## src/rtl/classificador_pkg.sv

```systemverilog
// Shared types and material helpers for the item sorter.
// Both the top-level FSM and the bench-facing debug state use these.
package classificador_pkg;

    typedef enum logic [2:0] {
        IDLE       = 3'd0,
        DETECT     = 3'd1,
        CLASSIFY   = 3'd2,
        ACTUATE    = 3'd3,
        WAIT_CLEAR = 3'd4,
        ERRO       = 3'd5
    } estado_t;

    localparam logic [1:0] MAT_DESCONHECIDO = 2'b00;
    localparam logic [1:0] MAT_PLASTICO     = 2'b01;
    localparam logic [1:0] MAT_METAL        = 2'b10;
    localparam logic [1:0] MAT_ORGANICO     = 2'b11;

    // Unknown material is treated as non-recyclable.
    function automatic logic eh_reciclavel(input logic [1:0] code);
        return (code == MAT_PLASTICO) || (code == MAT_METAL);
    endfunction

endpackage

```

## src/rtl/contador_ciclos.sv

```systemverilog
// Saturating up-counter used for debounce, gate hold and jam timeout.
// fim is high on the enabled cycle whose edge brings the count to LIMIT.
module contador_ciclos #(
    parameter int unsigned LIMIT = 4
) (
    input  logic clock,
    input  logic clear,
    input  logic restart,
    input  logic en,
    output logic fim
);

    localparam int unsigned W = $clog2(LIMIT) + 1;
    localparam logic [W-1:0] LAST = W'(LIMIT - 1);
    localparam logic [W-1:0] MAX  = W'(LIMIT);

    logic [W-1:0] count_q;
    logic [W-1:0] count_d;

    always_comb begin
        count_d = count_q;
        if (restart) begin
            count_d = '0;
        end else if (en && (count_q != MAX)) begin
            count_d = count_q + 1'b1;
        end
    end

    assign fim = en && !restart && (count_q == LAST);

    always_ff @(posedge clock or posedge clear) begin
        if (clear) begin
            count_q <= '0;
        end else begin
            count_q <= count_d;
        end
    end

endmodule

```

## src/rtl/classificador_residuos.sv

```systemverilog
// Item sorter: debounces presence, classifies material once per item,
// pulses the matching counter, holds the diverter gate and flags jams.
module classificador_residuos
    import classificador_pkg::*;
#(
    parameter int unsigned DEBOUNCE    = 4,
    parameter int unsigned GATE_CYCLES = 8,
    parameter int unsigned TIMEOUT     = 32
) (
    input  logic       clock,
    input  logic       clear,
    input  logic       sensor_presenca,
    input  logic [1:0] sensor_material,
    output logic       pulso_reciclavel,
    output logic       pulso_nao_reciclavel,
    output logic       comporta,
    output logic       ocupado,
    output logic       erro,
    output logic [2:0] estado_dbg
);

    estado_t state_q, state_d;
    logic    pr_q, pr_d;
    logic    pn_q, pn_d;
    logic    comp_q, comp_d;
    logic    ocup_q, ocup_d;
    logic    erro_q, erro_d;

    logic deb_rst, deb_en, deb_fim;
    logic gate_rst, gate_en, gate_fim;
    logic to_rst, to_en, to_fim;

    contador_ciclos #(.LIMIT(DEBOUNCE)) u_debounce (
        .clock(clock), .clear(clear), .restart(deb_rst), .en(deb_en), .fim(deb_fim)
    );

    contador_ciclos #(.LIMIT(GATE_CYCLES)) u_gate (
        .clock(clock), .clear(clear), .restart(gate_rst), .en(gate_en), .fim(gate_fim)
    );

    contador_ciclos #(.LIMIT(TIMEOUT)) u_timeout (
        .clock(clock), .clear(clear), .restart(to_rst), .en(to_en), .fim(to_fim)
    );

    always_comb begin
        state_d  = state_q;
        pr_d     = 1'b0;
        pn_d     = 1'b0;
        comp_d   = comp_q;
        erro_d   = erro_q;
        deb_rst  = 1'b1;
        deb_en   = 1'b0;
        gate_rst = 1'b1;
        gate_en  = 1'b0;
        to_rst   = 1'b1;
        to_en    = 1'b0;
        case (state_q)
            IDLE: begin
                comp_d  = 1'b0;
                deb_rst = !sensor_presenca;
                deb_en  = sensor_presenca;
                if (sensor_presenca) state_d = DETECT;
            end
            DETECT: begin
                deb_rst = !sensor_presenca;
                deb_en  = sensor_presenca;
                if (!sensor_presenca) state_d = IDLE;
                else if (deb_fim)     state_d = CLASSIFY;
            end
            CLASSIFY: begin
                // The only cycle in which the material code matters.
                if (eh_reciclavel(sensor_material)) begin
                    pr_d   = 1'b1;
                    comp_d = 1'b1;
                end else begin
                    pn_d   = 1'b1;
                    comp_d = 1'b0;
                end
                state_d = ACTUATE;
            end
            ACTUATE: begin
                gate_rst = 1'b0;
                gate_en  = 1'b1;
                if (gate_fim) begin
                    comp_d  = 1'b0;
                    state_d = WAIT_CLEAR;
                end
            end
            WAIT_CLEAR: begin
                comp_d = 1'b0;
                to_rst = !sensor_presenca;
                to_en  = sensor_presenca;
                if (!sensor_presenca) begin
                    state_d = IDLE;
                end else if (to_fim) begin
                    erro_d  = 1'b1;
                    state_d = ERRO;
                end
            end
            ERRO: begin
                comp_d = 1'b0;
                erro_d = 1'b1;
            end
            default: state_d = IDLE;
        endcase
        ocup_d = (state_d != IDLE);
    end

    always_ff @(posedge clock or posedge clear) begin
        if (clear) begin
            state_q <= IDLE;
            pr_q    <= 1'b0;
            pn_q    <= 1'b0;
            comp_q  <= 1'b0;
            ocup_q  <= 1'b0;
            erro_q  <= 1'b0;
        end else begin
            state_q <= state_d;
            pr_q    <= pr_d;
            pn_q    <= pn_d;
            comp_q  <= comp_d;
            ocup_q  <= ocup_d;
            erro_q  <= erro_d;
        end
    end

    assign pulso_reciclavel     = pr_q;
    assign pulso_nao_reciclavel = pn_q;
    assign comporta             = comp_q;
    assign ocupado              = ocup_q;
    assign erro                 = erro_q;
    assign estado_dbg           = state_q;

endmodule

```

## config.mk

```make
export PLATFORM = sky130hd
export DESIGN_NAME = classificador_residuos
export DESIGN_NICKNAME = d
export VERILOG_FILES = /design/src/rtl/classificador_pkg.sv /design/src/rtl/contador_ciclos.sv /design/src/rtl/classificador_residuos.sv
export SDC_FILE = /design/constraint.sdc
export NUM_CORES = 1
export LEC_CHECK = 0
export ABC_AREA = 1
export CAP_MARGIN = 20
export CORE_MARGIN = 3
export CORE_UTILIZATION = 57
export DETAILED_ROUTE_END_ITERATION = 10
export PLACE_DENSITY = 0.84
export SYNTH_ARGS = -nofsm -noshare
export SYNTH_HDL_FRONTEND = slang
export SYNTH_SLANG_ARGS = --single-unit
```

## constraint.sdc

```tcl
create_clock -name clock -period 2 [get_ports clock]
set_input_delay 0.6 -clock clock [delete_from_list [all_inputs] [get_ports clock]]
set_output_delay 0.6 -clock clock [all_outputs]
set_load 0.005 [all_outputs]
```

After elaboration in Yosys (flattened, before gate mapping)
Index checks and enable logic that the tools add are counted.

Register bits: 21. Logic and storage cells: 79.

Add/sub/neg operators: 3. Equal/unequal tests: 17. Muxes and demuxes: 27. Reduce and logical (&&, ||, !) cells: 23.

Operators with widths (count): $mux W3 (8); $pmux W3 S6 (1); $mux W1 (12); $mux W6 (2); $eq A3 B2 Y1 const B (3); $logic_and A1 B1 Y1 (9); $mux W4 (2); $add A6 B1 Y6 const B (1); $eq A3 B3 Y1 const B (2); $eq A6 B5 Y1 const B (1); $ne A2 B2 Y1 const B (3); $ne A6 B6 Y1 const B (1); $reduce_bool A2 Y1 (3); $reduce_bool A3 Y1 (2); $add A4 B1 Y4 const B (1); $eq A4 B3 Y1 const B (1); $ne A4 B4 Y1 const B (1); $add A3 B1 Y3 const B (1); $eq A3 B1 Y1 const B (1); $logic_not A1 Y1 (3); $logic_not A3 Y1 (1); $ne A3 B3 Y1 const B (1); $pmux W1 S3 (1); $reduce_and A3 Y1 (1); 8 further kinds (8).

Logic depth before layout (Yosys ltp)
Word-level depth: 10. Gate-level depth with buffers: 8. Mapped depth without buffers: 8.

Hierarchy
From an unflattened synthesis, not the netlist that was laid out.

Cells, all modules: 163. Area total of the unflattened synthesis: 1238.7 um^2.

By module, submodules not included: classificador_residuos (times used 1, cells each 50, area an instance 396.6 um^2); contador_ciclos at u_timeout (times used 1, cells each 50, area an instance 379.1 um^2); contador_ciclos at u_gate (times used 1, cells each 37, area an instance 264.0 um^2); contador_ciclos at u_debounce (times used 1, cells each 26, area an instance 198.9 um^2).

Least setup slack after synthesis
Ideal clock, no wire load.

Path kind: register to register. Start point: register u_timeout.count_q[0]. End point: register erro_q, in the netlist erro. Library setup time: 124 ps. Arrival time: 1044 ps. Required time: 1876 ps. Setup slack: 831 ps. Cell stages (with the launch flop): 7. Cells stage by stage: dfrtp_1 -> ha_1 -> nand3_1 -> nor2_1 -> nand2_1 -> nand2_1 -> or2_1.

Longest elaborated chain between the ends: 4.

Ends and longest elaborated chain: from (decl) (line contador_ciclos.sv:17) `logic [W-1:0] count_q;`; from (signal assigned) (line contador_ciclos.sv:35) `count_q <= count_d;`; $eq A6 B5 Y1 (line contador_ciclos.sv:29) `assign fim = en && !restart && (count_q == LAST);`; $logic_and A1 B1 Y1 (line contador_ciclos.sv:29); $ne A2 B2 Y1 (no source line); $reduce_and A3 Y1 (no source line); to (signal assigned) (line classificador_residuos.sv:123) `erro_q <= erro_d;`; to (decl) (line classificador_residuos.sv:27) `logic erro_q, erro_d;`.

Every way passes these cells. A chain may end at the register's enable or synchronous reset.

Final worst setup path
Start point: register state_q[2], in the netlist estado_dbg[2]. End point: output port estado_dbg[2].

RTL lines: from (decl) (line classificador_residuos.sv:22) `estado_t state_q, state_d;`; from (signal assigned) (line classificador_residuos.sv:118) `state_q <= state_d;`; to (decl) (line classificador_residuos.sv:19) `output logic [2:0] estado_dbg`.

No word-level cell between the ends.

==> results.md <==
- Outcome: completed
- Syn avg cell area: 8.46 um2
- Min-Delay Path Class: flip-flop to flip-flop
- Top Usage Layer GRT: met2
- Pre-CTS WS: 0.263 ns
- Skew final: 0.00235 ns
- Cell Count Post-Placement: 164
- Min Hold Slack: 0.503 ns
- Met3 usage: 2.14%
- Nets: 156
- Antenna violations before repair: 0
- Finished Layout Cells: 168
- CP Capture Type: output pin
- CTS tree: built
- Row count: 15
- First-pass GRT wire length: 3.77 mm
- Root buf cell: clkbuf_4
- CTS Buffer Depth: 2
- Max cap viols: 0
- DRC: 0
- RSZ-0062 raised after global routing: false
- Slowest stage delay, CP: 0.54 ns
- Worst VDD drop: 0.757 mV
- Fraction of layout cells with a size suffix above 1: 10.5%
- Synth Area in Compound Gates: 6.29%
- Setup bufs post-CTS: 0
- Critical path start-end classification: flip-flop to output pin
- DR WL/cell: 12.2 um
- YS warnings: 0
- Synth Area in XOR/XNOR: 3.26%
- Largest net degree at the start of global routing: 22
- Achievable Freq: 518 MHz
- # port buffers: 12
- Multi-input logic area: 459 um2
- Crit-path slowest cell: clkdlybuf4s50_1
- Via count: 848
- Crit path buffers/inverters: 1
- Die H: 49.4 um
- Final wirelength: 2.04 mm
- Initial Utilization: 61.6%
- Mapped Area: 1070 um2
- WP data arrival: 1.33 ns
- Post-synthesis mux area share: 0%
- CP Cell Sequence: clkdlybuf4s50_1
- Req. time, crit path: 1.40 ns
- Worst rel slew slack: 81.4%
- Sequential fraction of the synthesis area: 48.9%
- Detail Route Antenna Nets: 0
- Total Routing Usage GR: 20.5%
- Final period util: 96.5%
- Fill cells: 145
- Worst-margin pin slew: 0.277 ns
- Hold Fails Final Rpt: 0
- DRT iter0 DRCs: 16
- Final antenna diode count: 0
- Vias in the first global route: 887
- Post-synthesis register bit count: 21
- Total grt overflow: 0
- Sequential cell area: 529 um2
- M1 GR Usage: 23.8%
- Synthesized instance count: 127
- Layout area overhead: 17.0%
- Std-Cell Core Area: 1750 um2
- Startpoint Class: flip-flop
- P_leak: 0.591 nW
- Post-synthesis simple-gate area fraction: 25.0%
- Setup tns final: 0 ns
- Met2 Usage GRT: 36.8%
- I/O pin cnt: 13
- Final slew viol count: 0
- Netlist cell types: 21
- DR vias/cell: 5.05
- Syn nets: 139
- CP delay by family, top: buffers and inverters
- Pwr per Cell Area: 915 nW/um2
- Clk_lat worst skew: 0.31 ns
- Synth Area in Adders: 8.15%
- Final WS setup: 0.0697 ns
- Largest family of logic cells by synthesized area: simple AND/OR/NAND/NOR gates
- CTS sink count: 21
- Drt first pass iters: 4
- Clock-pin slew on the worst setup and hold paths: 0.11 ns
- Worst Path Max Fanout: 9
- Detailed Place HPWL: 1.57 mm
- Total clock buffers created by CTS: 3
- H-tree depth: 1
- GPL Wtd Cong: 0.848
- Die Area: 2440 um2
- Fin crit period: 1.93 ns
- Die Width: 49.4 um
- Final setup fails: 0
==> stage by stage <==
stage,cell area (um2),util (%),power (mW)
after floorplan,1070,-,0.773
after global placement,1230,70.3,0.926
after detailed placement,1230,70.3,0.940
after CTS,1260,72.0,1.16
after global routing,1260,72.0,1.24
final,1260,72.0,1.15
==> cells by family after synthesis <==
family | count (synthesis)
AND/OR/NAND/NOR | 59
buffers and inverters | 23
flip-flops | 21
AO/OA/AOI/OAI | 13
adder cells (fa/ha/maj) | 7
XOR/XNOR | 4
==> synthesized netlist by cell type, drive strengths merged <==
| cell type | n | area share, % |
|---|---|---|
| or2 | 1 | 0.58 |
| ha | 7 | 8.1 |
| nor2 | 18 | 7.0 |
| xor2 | 2 | 1.6 |
| nand3 | 15 | 7.9 |
| nor4 | 1 | 0.58 |
| nand2 | 22 | 7.9 |
| nand4 | 1 | 0.58 |
| dfrtp | 21 | 49 |
| a211oi | 1 | 0.70 |
| xnor2 | 2 | 1.6 |
| inv | 22 | 7.7 |
| buf | 1 | 0.70 |
| o21ai | 8 | 3.7 |
| a21oi | 4 | 1.9 |
| nor3 | 1 | 0.47 |
==> sequential cells by signal, summed over array words and instances, names as in the netlist <==
signal / cells
u_timeout.count_q: 6
u_gate.count_q: 4
estado_dbg: 3
u_debounce.count_q: 3
comporta: 1
erro: 1
ocupado: 1
pulso_nao_reciclavel: 1
pulso_reciclavel: 1
==> repair_timing <==
action / in CTS / in global routing
gates resized for setup: 2 / 1
gates cloned: 0 / 0
hold buffers: 0 / 0
endpoints found under the setup margin: 2 / 1
==> report_power, final <==
| part | total [mW] | switching, mW | leakage, nW | internal [mW] |
|---|---|---|---|---|
| combinational | 0.353 | 0.182 | 0.299 | 0.171 |
| sequential | 0.589 | 0.0847 | 0.274 | 0.505 |
| clock | 0.208 | 0.133 | 0.0177 | 0.0749 |
==> metal layers <==
layer	routed length [um]	part of all wire, %
met1	942	46
met2	991	48
met3	60	2.9
met4	50	2.4
met5	0	0
==> area by class of cell <==
cell class	count	area share, %
Multi-Input combinational cell	83	36.5
Timing Repair Buffer	13	10.1
Clock inverter	1	0.398
Clock buffer	3	1.79
Tap cell	25	2.49
Sequential cell	21	42.1
Inverter	22	6.57
==> placed cells by master, fill, tap and decap left out, drive strengths merged <==
master,instances
nand2,22
nand4,1
nand3,15
clkdlybuf4s50,12
clkbuf,3
inv,22
a21oi,4
nor3,1
nor4,1
xnor2,2
a211oi,1
o21ai,8
nor2,18
ha,7
or2,1
clkinv,1
dfrtp,21
buf,1
xor2,2
==> worst paths after layout <==
kind / from / end / slack (ns) / cells after the start
setup / recovery: estado_dbg[2] / estado_dbg[2] / 0.07 / 1
hold / removal: erro / erro / 0.50 / 1
setup reg to reg: u_gate.count_q[0] / ocupado / 0.66 / 8
hold reg to reg: erro / erro / 0.50 / 1
max in group asynchronous: clear / estado_dbg[2] / 1.18 / 3
min in group asynchronous: clear / u_gate.count_q[1] / 0.60 / 3
Note: power is estimated with default switching activity, not from simulation.
